File: src/rtl/cnt_ctrl_pkg.sv
// Shared types and constants for the counting-window controller.
package cnt_ctrl_pkg;

  localparam int unsigned CNT_W       = 4;
  localparam int unsigned LAPS_MAX    = 15;
  localparam int unsigned ACK_TMO_DEF = 6;

  typedef enum logic [1:0] {
    ST_IDLE = 2'd0,
    ST_RUN  = 2'd1,
    ST_STOP = 2'd2,
    ST_DONE = 2'd3
  } state_e;

  // Window completion status held until the next accepted request
  typedef struct packed {
    logic [CNT_W-1:0] result;
    logic [CNT_W-1:0] laps;
    logic             err;
  } win_sts_t;

  // True when the external counter rolled over from all-ones to zero
  function automatic logic is_wrap(input logic [CNT_W-1:0] prev,
                                   input logic [CNT_W-1:0] cur);
    return (prev == '1) && (cur == '0);
  endfunction

endpackage

File: src/rtl/cnt_window_ctrl_if.sv
// Request/status and counter-control signals of the window controller.
interface cnt_window_ctrl_if #(
  parameter int unsigned WIN_W = 8
);
  import cnt_ctrl_pkg::*;

  logic             req;
  logic [WIN_W-1:0] win_len;
  logic             abort;
  logic [CNT_W-1:0] count;
  logic             stop_d2;
  logic             start;
  logic             stop;
  logic             busy;
  logic             done;
  logic [CNT_W-1:0] result;
  logic [CNT_W-1:0] laps;
  logic             err;

  modport master (
    output req, win_len, abort, count, stop_d2,
    input  start, stop, busy, done, result, laps, err
  );

  modport slave (
    input  req, win_len, abort, count, stop_d2,
    output start, stop, busy, done, result, laps, err
  );

endinterface

File: src/rtl/cnt_ctrl_timer.sv
// Loadable up-counter with a terminal-count compare against a target value.
module cnt_ctrl_timer #(
  parameter int unsigned W = 8
) (
  input  logic         clk,
  input  logic         rst_n,
  input  logic         load,
  input  logic [W-1:0] load_val,
  input  logic         en,
  input  logic [W-1:0] target,
  output logic         tc_c
);

  logic [W-1:0] cnt_q;

  // Load has priority over counting
  always_ff @(posedge clk or negedge rst_n) begin
    if (!rst_n) begin
      cnt_q <= '0;
    end else if (load) begin
      cnt_q <= load_val;
    end else if (en) begin
      cnt_q <= cnt_q + W'(1);
    end
  end

  assign tc_c = (cnt_q == target);

endmodule

File: src/rtl/cnt_window_ctrl.sv
// Opens a counting window on an external 4-bit counter, closes it by length,
// abort or stop-acknowledge timeout, and reports the captured count.
module cnt_window_ctrl
  import cnt_ctrl_pkg::*;
#(
  parameter int unsigned WIN_W   = 8,
  parameter int unsigned ACK_TMO = ACK_TMO_DEF
) (
  input  logic                clk,
  input  logic                reset,
  cnt_window_ctrl_if.slave    bus
);

  localparam int unsigned TMO_W = (ACK_TMO < 2) ? 1 : $clog2(ACK_TMO + 1);

  state_e           state_q, state_d;
  logic             start_q, start_d;
  logic             stop_q, stop_d;
  logic             busy_q, busy_d;
  logic             done_q, done_d;
  win_sts_t         sts_q, sts_d;
  logic [WIN_W-1:0] win_len_q;
  logic [CNT_W-1:0] count_q;
  logic             armed_q;
  logic             el_load, el_tc_c;
  logic             tmo_load, tmo_tc_c;

  // Elapsed RUN cycles, compared against the latched window length
  cnt_ctrl_timer #(.W(WIN_W)) u_elapsed (
    .clk      (clk),
    .rst_n    (reset),
    .load     (el_load),
    .load_val (WIN_W'(1)),
    .en       (state_q == ST_RUN),
    .target   (win_len_q),
    .tc_c     (el_tc_c)
  );

  // Cycles spent in STOP waiting for the synchronised acknowledge
  cnt_ctrl_timer #(.W(TMO_W)) u_ack_tmo (
    .clk      (clk),
    .rst_n    (reset),
    .load     (tmo_load),
    .load_val (TMO_W'(1)),
    .en       (state_q == ST_STOP),
    .target   (TMO_W'(ACK_TMO)),
    .tc_c     (tmo_tc_c)
  );

  // Next state and next registered outputs
  always_comb begin
    state_d  = state_q;
    start_d  = start_q;
    stop_d   = stop_q;
    done_d   = 1'b0;
    sts_d    = sts_q;
    el_load  = 1'b0;
    tmo_load = 1'b0;

    case (state_q)
      ST_IDLE: begin
        if (armed_q && bus.req) begin
          sts_d = '0;
          if (bus.win_len != '0) begin
            state_d = ST_RUN;
            start_d = 1'b1;
            el_load = 1'b1;
          end else begin
            state_d = ST_DONE;
            done_d  = 1'b1;
          end
        end
      end

      ST_RUN: begin
        if (is_wrap(count_q, bus.count) && (sts_q.laps != CNT_W'(LAPS_MAX))) begin
          sts_d.laps = sts_q.laps + CNT_W'(1);
        end
        // Abort and length match collapse into the same single exit
        if (bus.abort || el_tc_c) begin
          state_d  = ST_STOP;
          start_d  = 1'b0;
          stop_d   = 1'b1;
          tmo_load = 1'b1;
        end
      end

      ST_STOP: begin
        if (bus.stop_d2 || tmo_tc_c) begin
          sts_d.result = bus.count;
          if (!bus.stop_d2) begin
            sts_d.err = 1'b1;
          end
          state_d = ST_DONE;
          stop_d  = 1'b0;
          done_d  = 1'b1;
        end
      end

      ST_DONE: begin
        state_d = ST_IDLE;
        start_d = 1'b0;
        stop_d  = 1'b0;
      end

      default: begin
        state_d = ST_IDLE;
        start_d = 1'b0;
        stop_d  = 1'b0;
      end
    endcase

    busy_d = (state_d != ST_IDLE);
  end

  // State and output registers; armed_q enforces one IDLE edge after reset
  always_ff @(posedge clk or negedge reset) begin
    if (!reset) begin
      state_q   <= ST_IDLE;
      start_q   <= 1'b0;
      stop_q    <= 1'b0;
      busy_q    <= 1'b0;
      done_q    <= 1'b0;
      sts_q     <= '0;
      win_len_q <= '0;
      count_q   <= '0;
      armed_q   <= 1'b0;
    end else begin
      state_q <= state_d;
      start_q <= start_d;
      stop_q  <= stop_d;
      busy_q  <= busy_d;
      done_q  <= done_d;
      sts_q   <= sts_d;
      count_q <= bus.count;
      armed_q <= 1'b1;
      if (el_load) begin
        win_len_q <= bus.win_len;
      end
    end
  end

  assign bus.start  = start_q;
  assign bus.stop   = stop_q;
  assign bus.busy   = busy_q;
  assign bus.done   = done_q;
  assign bus.result = sts_q.result;
  assign bus.laps   = sts_q.laps;
  assign bus.err    = sts_q.err;

endmodule

File: src/flat_wrapper.sv
// flat-port wrapper written by rule: the top's interface ports become plain ports
module cnt_window_ctrl_flat import cnt_ctrl_pkg::*;
#(
  parameter int unsigned WIN_W   = 8,
  parameter int unsigned ACK_TMO = ACK_TMO_DEF
)
  (clk, reset, bus_req, bus_win_len, bus_abort, bus_count, bus_stop_d2, bus_start, bus_stop, bus_busy, bus_done, bus_result, bus_laps, bus_err);
  cnt_window_ctrl_if #(.WIN_W(WIN_W)) bus_i ();
  input  logic clk;
  input  logic reset;
  input wire logic [$bits(bus_i.req)-1:0] bus_req;
  input wire logic [$bits(bus_i.win_len)-1:0] bus_win_len;
  input wire logic [$bits(bus_i.abort)-1:0] bus_abort;
  input wire logic [$bits(bus_i.count)-1:0] bus_count;
  input wire logic [$bits(bus_i.stop_d2)-1:0] bus_stop_d2;
  output wire logic [$bits(bus_i.start)-1:0] bus_start;
  output wire logic [$bits(bus_i.stop)-1:0] bus_stop;
  output wire logic [$bits(bus_i.busy)-1:0] bus_busy;
  output wire logic [$bits(bus_i.done)-1:0] bus_done;
  output wire logic [$bits(bus_i.result)-1:0] bus_result;
  output wire logic [$bits(bus_i.laps)-1:0] bus_laps;
  output wire logic [$bits(bus_i.err)-1:0] bus_err;
  assign bus_i.req = bus_req;
  assign bus_i.win_len = bus_win_len;
  assign bus_i.abort = bus_abort;
  assign bus_i.count = bus_count;
  assign bus_i.stop_d2 = bus_stop_d2;
  assign bus_start = bus_i.start;
  assign bus_stop = bus_i.stop;
  assign bus_busy = bus_i.busy;
  assign bus_done = bus_i.done;
  assign bus_result = bus_i.result;
  assign bus_laps = bus_i.laps;
  assign bus_err = bus_i.err;
  cnt_window_ctrl #(.WIN_W(WIN_W), .ACK_TMO(ACK_TMO)) u_core (.clk(clk), .reset(reset), .bus(bus_i));
endmodule
File: config.mk
export PLATFORM = sky130hd
export DESIGN_NAME = cnt_window_ctrl_flat
export DESIGN_NICKNAME = d
export VERILOG_FILES = /design/src/rtl/cnt_ctrl_pkg.sv /design/src/rtl/cnt_window_ctrl_if.sv /design/src/rtl/cnt_ctrl_timer.sv /design/src/rtl/cnt_window_ctrl.sv /design/src/flat_wrapper.sv
export SDC_FILE = /design/constraint.sdc
export NUM_CORES = 1
export LEC_CHECK = 0
export ABC_AREA = 1
export BUFFER_PORTS_ARGS = -buffer_cell sky130_fd_sc_hd__buf_2
export CAP_MARGIN = 20
export CORE_MARGIN = 3
export CORE_UTILIZATION = 45
export DETAILED_ROUTE_END_ITERATION = 10
export PLACE_DENSITY = 0.76
export RECOVER_POWER = 25
export SLEW_MARGIN = 0
export SYNTH_ARGS = -nofsm -noshare
export SYNTH_HDL_FRONTEND = slang
export SYNTH_SLANG_ARGS = --single-unit
export TNS_END_PERCENT = 30
File: constraint.sdc
create_clock -name clk -period 1.4 [get_ports clk]
set_input_delay 0.28 -clock clk [delete_from_list [all_inputs] [get_ports clk]]
set_output_delay 0.28 -clock clk [all_outputs]
set_load 0.02 [all_outputs]
Word-level counts from Yosys, hierarchy flattened

Index checks and enable logic that the tools add are counted.

Bits in registers: 39
Input bits: 17
Output and inout port bits: 13
Logic and storage cells: 82

Add/subtract/negate cells: 3
Equal/unequal tests: 13
Muxes and demuxes: 33
Reductions and logical operators: 20

Operator list:

| cell                | number |
|---|---|
| $mux 8              | 2 |
| $pmux 4 s2          | 2 |
| $mux 1              | 15 |
| $ne 2x1->1 const B  | 5 |
| $reduce_bool 2->1   | 5 |
| $mux 9              | 1 |
| $reduce_and 3->1    | 3 |
| $add 8x1->8 const B | 1 |
| $eq 8x8->1          | 1 |
| $mux 2              | 4 |
| $mux 4              | 2 |
| $pmux 2 s4          | 1 |
| $reduce_and 4->1    | 2 |
| $reduce_bool 8->1   | 1 |
| $mux 3              | 2 |
| $pmux 1 s3          | 2 |
| $reduce_bool 3->1   | 2 |
| $add 4x1->4 const B | 1 |
| $eq 2x2->1 const B  | 2 |
| $eq 4x4->1 const B  | 1 |
| $logic_not 4->1     | 1 |
| $ne 4x4->1 const B  | 1 |
| $pmux 1 s2          | 2 |
| $add 3x1->3 const B | 1 |
| 6 further kinds     | 9 |

Longest topological paths before layout

Depth in word-level cells: 5
Depth in mapped cells: 11
Gate-level depth less buffers: 11

By module

A second synthesis with hierarchy kept.

Cells, all modules: 277
Area, all modules: 2125.8 µm²

By module, submodules not included:

| module                             | times used | cells an instance | area each (µm²) | sequential area each (µm²) |
|---|---|---|---|---|
| cnt_window_ctrl                    | 1          | 156               | 1281.2          | 700.7 |
| cnt_ctrl_timer at u_core.u_elapsed | 1          | 92                | 641.9           | 200.2 |
| cnt_ctrl_timer at u_core.u_ack_tmo | 1          | 29                | 202.7           | 75.1 |

Worst setup path before layout

OpenSTA, ideal clock, no wires.

Kind: register -> register
From: reg u_core.sts_q (netlist bit u_core.bus.laps[0])
To: reg u_core.sts_q (netlist bit u_core.bus.laps[2])
Library setup time: 119 ps
Arrival time: 1311 ps
Required time: 1281 ps
Path slack: -30 ps
Stages on the path, launching flop included: 10
Path buffers: 0
Clock period less this slack: 1430 ps
Cells stage by stage: dfrtp_1 ha_1 inv_1 nor2_1 nor2_1 nand2_2 nand2_2 nand2_2 xor2_1 nor2_1

Cells in the longest elaborated chain, start to end: 4
Elaborated cells between the ends (all ways): 7
Classes of those cells: add/sub: 1; eq/ne: 2; mux: 2; reduce/logical: 2

RTL lines:

| element                                                             | line                   | source |
|---|---|---|
| from (decl)                                                         | cnt_window_ctrl.sv:21  | `win_sts_t sts_q, sts_d;` |
| from (signal assigned)                                              | cnt_window_ctrl.sv:134 | `sts_q <= sts_d;` |
| parallel branches: the longest is 4 deep, another holds $add 4x1->4 | -                      |  |

Several ways; the timed one is not identified. The select of a mux whose other input is x is not followed.
A chain may end at the register's enable or synchronous reset.

Worst setup path after layout

From: reg u_core.state_q[0]
To: reg u_core.u_elapsed.cnt_q[7]

Cells in the longest elaborated chain, start to end: 3
Elaborated cells between the ends (all ways): 5
Classes of those cells: eq/ne: 1; mux: 2; reduce/logical: 2

RTL lines:

| element                                     | line                   | source |
|---|---|---|
| from (decl)                                 | cnt_window_ctrl.sv:16  | `state_e state_q, state_d;` |
| from (signal assigned)                      | cnt_window_ctrl.sv:129 | `state_q <= state_d;` |
| $logic_not 2->1                             | cnt_window_ctrl.sv:60  | `case (state_q)` |
| $mux 1                                      | cnt_window_ctrl.sv:60  |  |
| $mux 8 or $reduce_bool 2->1 (tied branches) | -                      |  |
| to (signal assigned)                        | cnt_ctrl_timer.sv:21   | `cnt_q <= load_val;` |
| to (signal assigned)                        | cnt_ctrl_timer.sv:23   | `cnt_q <= cnt_q + W'(1);` |
| to (decl)                                   | cnt_ctrl_timer.sv:14   | `logic [W-1:0] cnt_q;` |

Several ways; a longest one is shown, not always the timed one.

==> results.md <==
* CP delay by family, top: buffers and inverters
* Setup-failing EPs final at 0
* Critical path's most frequent cell: buf_4
* Period utilisation layout at 96.28%
* FMAX at 741.9 MHz
* Syn-to-layout area delta at 27.67%
* CTS clk-pin slew, worst paths at 0.08 ns
* Synth Flop Type: dfrtp_1
* Fill cells at 356
* YS warnings at 0
* Latest clock arrival within the worst-skew pair at 0.29 ns
* Num CTS Buffers at 5
* Diode count at 0
* Most frequent cells in the layout: 55 x nand2_1, 36 x dfrtp_1, 26 x inv_1, 24 x buf_2, 21 x buf_4
* CP Launch Type: register
* Number of enable flip-flop cells after synthesis at 0
* Die Span Y at 71.20 um
* Slowest stage delay, CP at 0.42 ns
* Vias at 1631
* Switching share of total power at about two fifths
* Vias in the first global route at 1480
* Status: completed
* Sequential power share at between 30 and 40%
* Initial antenna violation count at 0
* Cell leakage power at 1.285 nW
* Root Buffer: clkbuf_8
* HP Class: primary input to register
* Clock power frac at 20.7%
* Remaining global-route overflow at 0
* Port Buffer Count at 29
* Mean Syn Cell Area at 8.503 um^2
* Clock Skew at 0.005679 ns
* Clock sinks at 39
* Fin crit period at 1.348 ns
* Final GP Congestion at slightly below 0.8
* CP required at 1.58 ns
* P_sw at 1.808 mW
* Register bit total from synthesis at 39
* Post-route total power at 4.742 mW
* Post-DR vias/cell at around 5
* I/O pin total at 30
* Share of cells above drive strength 1 at 30.28%
* Comb pwr share at 41.6%
* Commonest non-fill, non-tap cell in the layout: nand2_1
* Die W at around 71 um
* Internal cell power at 2.934 mW
* Final #Nets at 304
* Max Cap Viol at 0
* Finished Layout Cells at around 330
* Mapped cell area at 1913 um^2
* Worst-path cell chain: buf_4 > nand2_4 > inv_1 > buf_4 > a21oi_1 > nor3_2
* RSZ-0062 raised after global routing: true
* CP endpoint kind: register
* Iteration-0 DRC count of the detailed router at 99
* Post-Route WL at 4.003 mm
* Syn nets at 246
* Die footprint at 5069 um^2
* Max Fanout on Critical Path at 7
* PwrDens at 1942 nW/um^2
* Maximum clock insertion buffer count at 2
* Sequential share of the synthesized area at 51.01%
* Total area of sequential cells at around 980 um^2
* Fin. max-slew vios at 0
* Multi-input gate area at 842.1 um^2
* # DRC at 0
* CP arrival at 1.52 ns
* Worst path buffer plus inverter count at 3
* H-tree levels at 2
* Worst path slowest cell: dfrtp_2
* CP Class: register to register
* CTS tree: yes
* Core box area at roughly 4000 um^2
* Largest net degree at the start of global routing at 20
* Ys async rst share at 100.0%
* Dpl cells at 319
* Number of nets with antenna violations after routing at 0
* Final hold vios at 0
* Initial Util at between 40% and 50%
* DP Worst Slack at -0.02550 ns
* First-pass GRT wire length at about 6.4 mm
* HPWL after DPL at 2.942 mm
* PnR worst setup slack at roughly 0.052 ns
* Maximum VDD drop at between 0.001 and 0.0015 V
* Row cnt at 23
* Avg WL per Cell at 11.99 um
* Gate count of the mapped netlist at about 230
* DRT Pass-1 Iters at 4
* Tot GR Track Use at 16.37%
* Post-synth cell types at 32
-- per-stage QoR --
step,utilization (%),hold slack [ns],setup TNS (ns),instance area (um^2)
floorplan,-,-0.01559,0,1916
global placement,55.23,0.2268,-0.01934,2241
detailed placement,55.23,0.2293,-0.05784,2241
CTS,58.40,0.1057,0,2370
global route,60.19,0.1268,-0.1420,2442
finish,60.19,0.1262,0,2442
-- power groups by stage --
stage	clock network [mW]	registers, mW	logic [mW]
2_1_floorplan	0	1.92	1.07
3_3_place_gp	0	1.81	1.70
3_5_place_dp	0	1.82	1.74
4_1_cts	0.999	1.80	1.76
5_1_grt	1.03	1.84	2.21
6_report	0.980	1.79	1.97
-- Yosys cell counts (3+ instances only) --
library cell  count  area [um^2]
nand2_1          60        225.2
dfrtp_1          39        975.9
inv_1            26        97.59
nor2_1           21        78.83
nand3_1          19        95.09
o21ai_1          11        55.05
a21oi_1           7        35.03
o21ai_0           5        25.02
ha_1              4        50.05
nand2_2           3        18.77
nor2_4            3        33.78
xnor2_1           3        26.28
-- registers in the layout, indices dropped and copies added, names as in the netlist --
register and cells:
u_core.bus.stop 1, u_core.bus.busy 1, u_core.u_ack_tmo.cnt_q 3, u_core.bus.err 1, u_core.bus.laps 4, u_core.u_elapsed.cnt_q 8
u_core.win_len_q 8, u_core.bus.done 1, u_core.armed_q 1, u_core.bus.result 4, u_core.state_q 2, u_core.count_q 4
u_core.bus.start 1
-- repair_timing --
| item | in CTS | in global routing |
|---|---|---|
| endpoints found under the setup margin | 2 | 22 |
| endpoints found under the hold margin | 14 | 0 |
| pin swaps | 0 | 7 |
| setup buffers | 0 | 6 |
| gates resized for setup | 1 | 17 |
| hold buffers | 1 | 0 |
-- routing by layer --
metal | global-route usage, % | vias to the layer above | routed length [um]
li1 | - | 832 | -
met1 | 20.60 | 758 | 1886
met2 | 25.61 | 32 | 1881
met3 | 3.977 | 9 | 144
met4 | 9.395 | 0 | 91
met5 | 0 | - | 0
-- worst register-to-register path: stages (launching register included) --
cell     delay, ns
dfrtp_2       0.42
buf_4         0.16
nand2_4       0.13
inv_1         0.14
buf_4         0.16
a21oi_1       0.16
nor3_2        0.06
-- cells by family (layout without fill, tap and decap cells) --
kind of cell	after synthesis	in the layout	share of synthesized area [%]
XOR/XNOR	5	5	2.289
buffers and inverters	31	90	7.259
AND/OR/NAND/NOR	117	117	28.78
other	1	1	0.1960
adder cells (fa/ha/maj)	4	4	2.616
AO/OA/AOI/OAI	28	28	7.848
flip-flops	39	39	51.01
-- final cells by class --
class,instances,share of cell area [%]
timing repair buffer,53,13.27
multi-input combinational,155,34.48
clock buffer,6,3.381
tap,50,2.561
sequential,39,40.11
clock inverter,2,1.434
inverter,29,4.764
-- final timing paths --
check                      cells after the start  slack [ns]                         to              start
setup / recovery                               6        0.05  u_core.u_elapsed.cnt_q[7]  u_core.state_q[0]
min in group asynchronous                      2        0.44          u_core.state_q[1]              reset
max in group asynchronous                      3        0.17        u_core.win_len_q[4]              reset
setup reg to reg                               6        0.05  u_core.u_elapsed.cnt_q[7]  u_core.state_q[0]
hold reg to reg                                2        0.47           u_core.bus.start   u_core.bus.start
hold / removal                                 1        0.13          u_core.count_q[3]       bus_count[3]
Power figures use the tool's default switching activity.
